File: src/rtl/cache_fill_fsm.sv
// Miss-handling controller between one cache and shared main memory: on a granted miss it
// streams one read per word of the block, writes each returned word, then pulses the tag write.
//
// state | meaning
// IDLE  | no fill in progress; waits for miss_detected & mem_grant
// FILL  | issuing block reads and collecting returns for the latched base
module cache_fill_fsm #(
   parameter int ADDR_W          = 16,
   parameter int DATA_W          = 16,
   parameter int WORDS_PER_BLOCK = 8
) (
   input  logic              clk,
   input  logic              rst,
   input  logic              miss_detected,
   input  logic [ADDR_W-1:0] miss_address,
   input  logic              mem_grant,
   input  logic              memory_data_valid,
   input  logic [DATA_W-1:0] memory_data_in,
   output logic              fsm_busy,
   output logic              mem_enable,
   output logic [ADDR_W-1:0] memory_address,
   output logic              write_data_array,
   output logic [ADDR_W-1:0] write_word_addr,
   output logic [DATA_W-1:0] write_data,
   output logic              write_tag_array
);

   localparam int WIDX_W = $clog2(WORDS_PER_BLOCK);
   localparam int CNT_W  = WIDX_W + 1;
   localparam int OFF_W  = WIDX_W + 1;
   localparam logic [CNT_W-1:0]  WPB      = CNT_W'(WORDS_PER_BLOCK);
   localparam logic [CNT_W-1:0]  LAST     = CNT_W'(WORDS_PER_BLOCK - 1);
   localparam logic [ADDR_W-1:0] OFF_MASK = ADDR_W'((1 << OFF_W) - 1);

   typedef enum logic {IDLE, FILL} state_t;

   state_t            state_q, state_d;
   logic [ADDR_W-1:0] base_q, base_d;
   logic [CNT_W-1:0]  issue_cnt_q, issue_cnt_d;
   logic [CNT_W-1:0]  recv_cnt_q, recv_cnt_d;

   // Offset is ORed into the block-aligned base and masked, so an address never carries out of its block.
   function automatic logic [ADDR_W-1:0] word_addr(input logic [ADDR_W-1:0] b,
                                                   input logic [CNT_W-1:0]  idx);
      return b | ((ADDR_W'(idx) << 1) & OFF_MASK);
   endfunction

   always_ff @(posedge clk or negedge rst) begin
      if (!rst) begin
         state_q     <= IDLE;
         base_q      <= '0;
         issue_cnt_q <= '0;
         recv_cnt_q  <= '0;
      end else begin
         state_q     <= state_d;
         base_q      <= base_d;
         issue_cnt_q <= issue_cnt_d;
         recv_cnt_q  <= recv_cnt_d;
      end
   end

   always_comb begin
      state_d          = state_q;
      base_d           = base_q;
      issue_cnt_d      = issue_cnt_q;
      recv_cnt_d       = recv_cnt_q;
      fsm_busy         = 1'b0;
      mem_enable       = 1'b0;
      memory_address   = '0;
      write_data_array = 1'b0;
      write_word_addr  = '0;
      write_data       = '0;
      write_tag_array  = 1'b0;

      case (state_q)
         IDLE: begin
            if (miss_detected && mem_grant) begin
               state_d     = FILL;
               base_d      = miss_address & ~OFF_MASK;
               issue_cnt_d = '0;
               recv_cnt_d  = '0;
            end
         end
         FILL: begin
            fsm_busy       = 1'b1;
            mem_enable     = (issue_cnt_q < WPB);
            memory_address = word_addr(base_q, issue_cnt_q);
            if (mem_enable) issue_cnt_d = issue_cnt_q + 1'b1;

            write_data_array = memory_data_valid && (recv_cnt_q < WPB);
            write_word_addr  = word_addr(base_q, recv_cnt_q);
            write_data       = memory_data_in;
            if (write_data_array) recv_cnt_d = recv_cnt_q + 1'b1;

            // Returns are counted, not timed: the last accepted word closes the fill.
            write_tag_array = write_data_array && (recv_cnt_q == LAST);
            if (write_tag_array) state_d = IDLE;
         end
         default: state_d = IDLE;
      endcase
   end

endmodule
File: config.mk
export PLATFORM = sky130hd
export DESIGN_NAME = cache_fill_fsm
export DESIGN_NICKNAME = d
export VERILOG_FILES = /design/src/rtl/cache_fill_fsm.sv
export SDC_FILE = /design/constraint.sdc
export NUM_CORES = 1
export LEC_CHECK = 0
export BUFFER_PORTS_ARGS = -buffer_cell sky130_fd_sc_hd__buf_2
export CORE_UTILIZATION = 36
export CTS_CLUSTER_DIAMETER = 30
export DETAILED_ROUTE_END_ITERATION = 12
export PLACE_DENSITY = 0.77
export SLEW_MARGIN = 20
export SYNTH_ARGS = -nofsm -noshare
export SYNTH_HDL_FRONTEND = slang
export SYNTH_SLANG_ARGS = --single-unit
export TNS_END_PERCENT = 50
File: constraint.sdc
create_clock -name clk -period 1.1 [get_ports clk]
set_input_delay 0 -clock clk [delete_from_list [all_inputs] [get_ports clk]]
set_output_delay 0 -clock clk [all_outputs]
set_load 0.05 [all_outputs]
==> results.md <==
- Average cell area after synthesis: just over 10 µm²
- Worst reg2reg startpoint: recv_cnt_q[1]
- Hold Crit Depth: 4
- Gr usage total: 0.1935
- Sequential share of the synthesized area: 0.4230
- Vias in the first global route: 1205
- Clock-pin slew on the worst setup and hold paths: between 0.1 and 0.15 ns
- DR vias: between 1000 and 1500
- Main synth FF type: dfrtp_1
- Initial antenna violation count: 0
- Count of final hold-check violations: 0
- Routed vias/inst: between 4 and 5
- Post-layout min period: approximately 1.4 ns
- Die X-Extent: just over 60 µm
- GP Congestion: between 0.7 and 0.8
- Hold Path End: recv_cnt_q[3]
- First-pass GRT wire length: 5.333 mm
- Total iterations of the first detailed-routing run: 3
- Post-synthesis register bit count: 21
- CTS sink cnt: 21
- Max Freq: 712.1 MHz
- Setup ws final: -0.3043 ns
- Die height: a little over 60 µm
- DP Wirelength: roughly 2.0 mm
- # Max-Cap Violations: 0
- Failing checks: setup timing
- Crit path DAT: 1.40 ns
- Die footprint: between 3000 and 4000 µm²
- Largest net degree at the start of global routing: 22
- Non-Filler Instances: 268
- Row count: 20
- Post-Route Skew: 0.0004240 ns
- CTS Buf Count: 3
- Layout area overhead: 96.48%
- WL/cell: between 15 and 20 µm
- Worst Hold Launch: memory_data_valid
- Final Net Count: 264
- Root Buffer Master: clkbuf_4
- DR DRC count: 0
- Post-synthesis cell area: between 1000 and 1500 µm²
- Yosys warns: 0
- FF-to-FF setup slack: -0.13 ns
- Worst Path Required: between 1 and 1.5 ns
- I/O pin total: just under 90
- WL final: 4.162 mm
- Grt ovf: 0
- Status: complete, but fails checks
- CTS max path bufs: 2
- H-tree levels: 1
- Reg2reg end: state_q
- CP max FO: 10
- Inst Count DP: 241
- CTS tree: built
- Dpl ws: -0.07760 ns
- Crit start category: register
- RSZ-0062 raised after global routing: yes
- Final period util: 1.277
- Setup TNS: -12.78 ns
- Fin. max-slew vios: 0
- Critical path type: reg2out
- Core ar.: between 3000 and 4000 µm²
- Layout cells sized above 1: 0.7054
- Number of port buffers: slightly above 80
- Async set-reset flop share out of synthesis: 1.000
- R2r worst-path depth: 6
- Clock Latency Late Sink: 0.30 ns
- Worst hold path class: in2reg
- Post-synth EDFFs: 0
- 1st-iter DRT viols: 38
- Initial Utilization: 0.3940
- Synth unique cells: 22
- Final setup viols: between 60 and 70
- Antenna diode count: 0
- Post-route antenna net violation count: 0
- Critical Path End Type: primary output
- Synth Instances: ~120
-- area by class of cell --
class	instances	area [µm²]
clock buffers	3	22.52
flip-flops and latches	21	526.8
repair buffers	117	1134
multi-input cells	80	686.9
clock inverters	1	5.005
well taps	44	55.05
fillers	201	711.9
inverters	2	11.26
-- Yosys cell counts, drive strengths merged, types with 2 or more instances --
cell / instances / share of area
a21oi: 3 / 0.012
and2: 34 / 0.17
buf: 17 / 0.11
clkbuf: 3 / 0.0091
dfrtp: 21 / 0.42
ha: 2 / 0.020
inv: 2 / 0.0060
mux2: 12 / 0.11
nand2: 8 / 0.024
nand3: 6 / 0.024
nand3b: 2 / 0.025
nor3b: 3 / 0.022
o21ai: 3 / 0.012
-- what timing repair did --
item	in CTS	in global routing
cloned	0	1
endpoints found under the hold margin	34	0
buffers inserted	2	5
hold buffers	15	0
resized for setup	106	36
endpoints found under the setup margin	65	70
pin swaps	2	8
-- logic make-up (layout without fill, tap and decap cells) --
logic type                 count (synthesis)  count (layout)  share of synthesized area
AOI/OAI and AO/OA                          9               9                    0.04431
muxes                                     12              12                     0.1088
adders and majority gates                  2               2                    0.02014
buffers and inverters                     22             123                     0.1239
other                                      1               2                   0.003018
DFF                                       21              21                     0.4230
and+or+nand+nor                           55              55                     0.2769
-- layout by cell type, fill, tap and decap left out --
| cell | synthesis | routed |
|---|---|---|
| a21oi_1 | 3 | 2 |
| a21oi_2 | 0 | 1 |
| a311o_1 | 1 | 1 |
| and2_1 | 34 | 5 |
| and2_2 | 0 | 4 |
| and2_4 | 0 | 25 |
| buf_12 | 0 | 2 |
| buf_2 | 0 | 32 |
| buf_4 | 15 | 12 |
| buf_6 | 2 | 42 |
| buf_8 | 0 | 13 |
| clkbuf_16 | 0 | 1 |
| clkbuf_4 | 0 | 3 |
| clkinv_2 | 0 | 1 |
| clkinvlp_4 | 0 | 1 |
| conb_1 | 1 | 2 |
| dfrtp_1 | 21 | 20 |
| dfrtp_2 | 0 | 1 |
| dlygate4sd3_1 | 0 | 15 |
| ha_1 | 2 | 1 |
| ha_2 | 0 | 1 |
| inv_2 | 0 | 1 |
| mux2_2 | 12 | 12 |
| nand2_1 | 8 | 8 |
| nand2b_4 | 0 | 1 |
| nand3_1 | 6 | 5 |
| nand3_4 | 0 | 1 |
| nand3b_4 | 1 | 2 |
| nor2_1 | 1 | 1 |
| nor3b_1 | 2 | 2 |
| nor3b_4 | 0 | 1 |
| o21a_1 | 1 | 1 |
| o21ai_0 | 3 | 2 |
| o21ai_1 | 0 | 1 |
| o31ai_4 | 0 | 1 |
-- layer usage --
layer | global-route usage | vias to the layer above | wire length (µm)
met4 | 0.02922 | 0 | 34
li1 | - | 587 | -
met1 | 0.2194 | 597 | 1714
met3 | 0.04264 | 4 | 310
met2 | 0.3752 | 67 | 2103
met5 | 0 | - | 0
-- worst max path at each step --
stage | from | endpoint | slack (ns) | cells after the start
3_5_place_dp | state_q | recv_cnt_q[2] | -0.08 | 4
3_3_place_gp | state_q | recv_cnt_q[2] | -0.05 | 4
5_1_grt | state_q | write_data[4] | -0.34 | 4
6_report | state_q | write_data[4] | -0.30 | 4
2_1_floorplan | state_q | state_q | -0.42 | 4
4_1_cts | state_q | write_data_array | -0.31 | 5
-- worst max-delay path, cell delays in order (launching register included) --
cell,delay [ns]
dfrtp_2,0.47
buf_4,0.15
clkbuf_16,0.15
and2_1,0.16
buf_6,0.16
-- state kept, by name (all words and copies together), names as in the netlist --
name         flops
base_q          12
issue_cnt_q      4
recv_cnt_q       4
state_q          1
-- per-stage QoR --
step	hold WS, ns	area, µm²	util
final	0.1012	2441	0.7742
after global routing	0.1010	2441	0.7742
after CTS	0.01021	2261	0.7171
after detailed placement	-0.01287	1738	0.5512
after global placement	-0.01134	1738	0.5512
after floorplan	-0.2956	1328	-
Power is left out: the tool's default activity adds up to more than one toggle a clock period on the data nets, which glitch-free logic cannot reach.
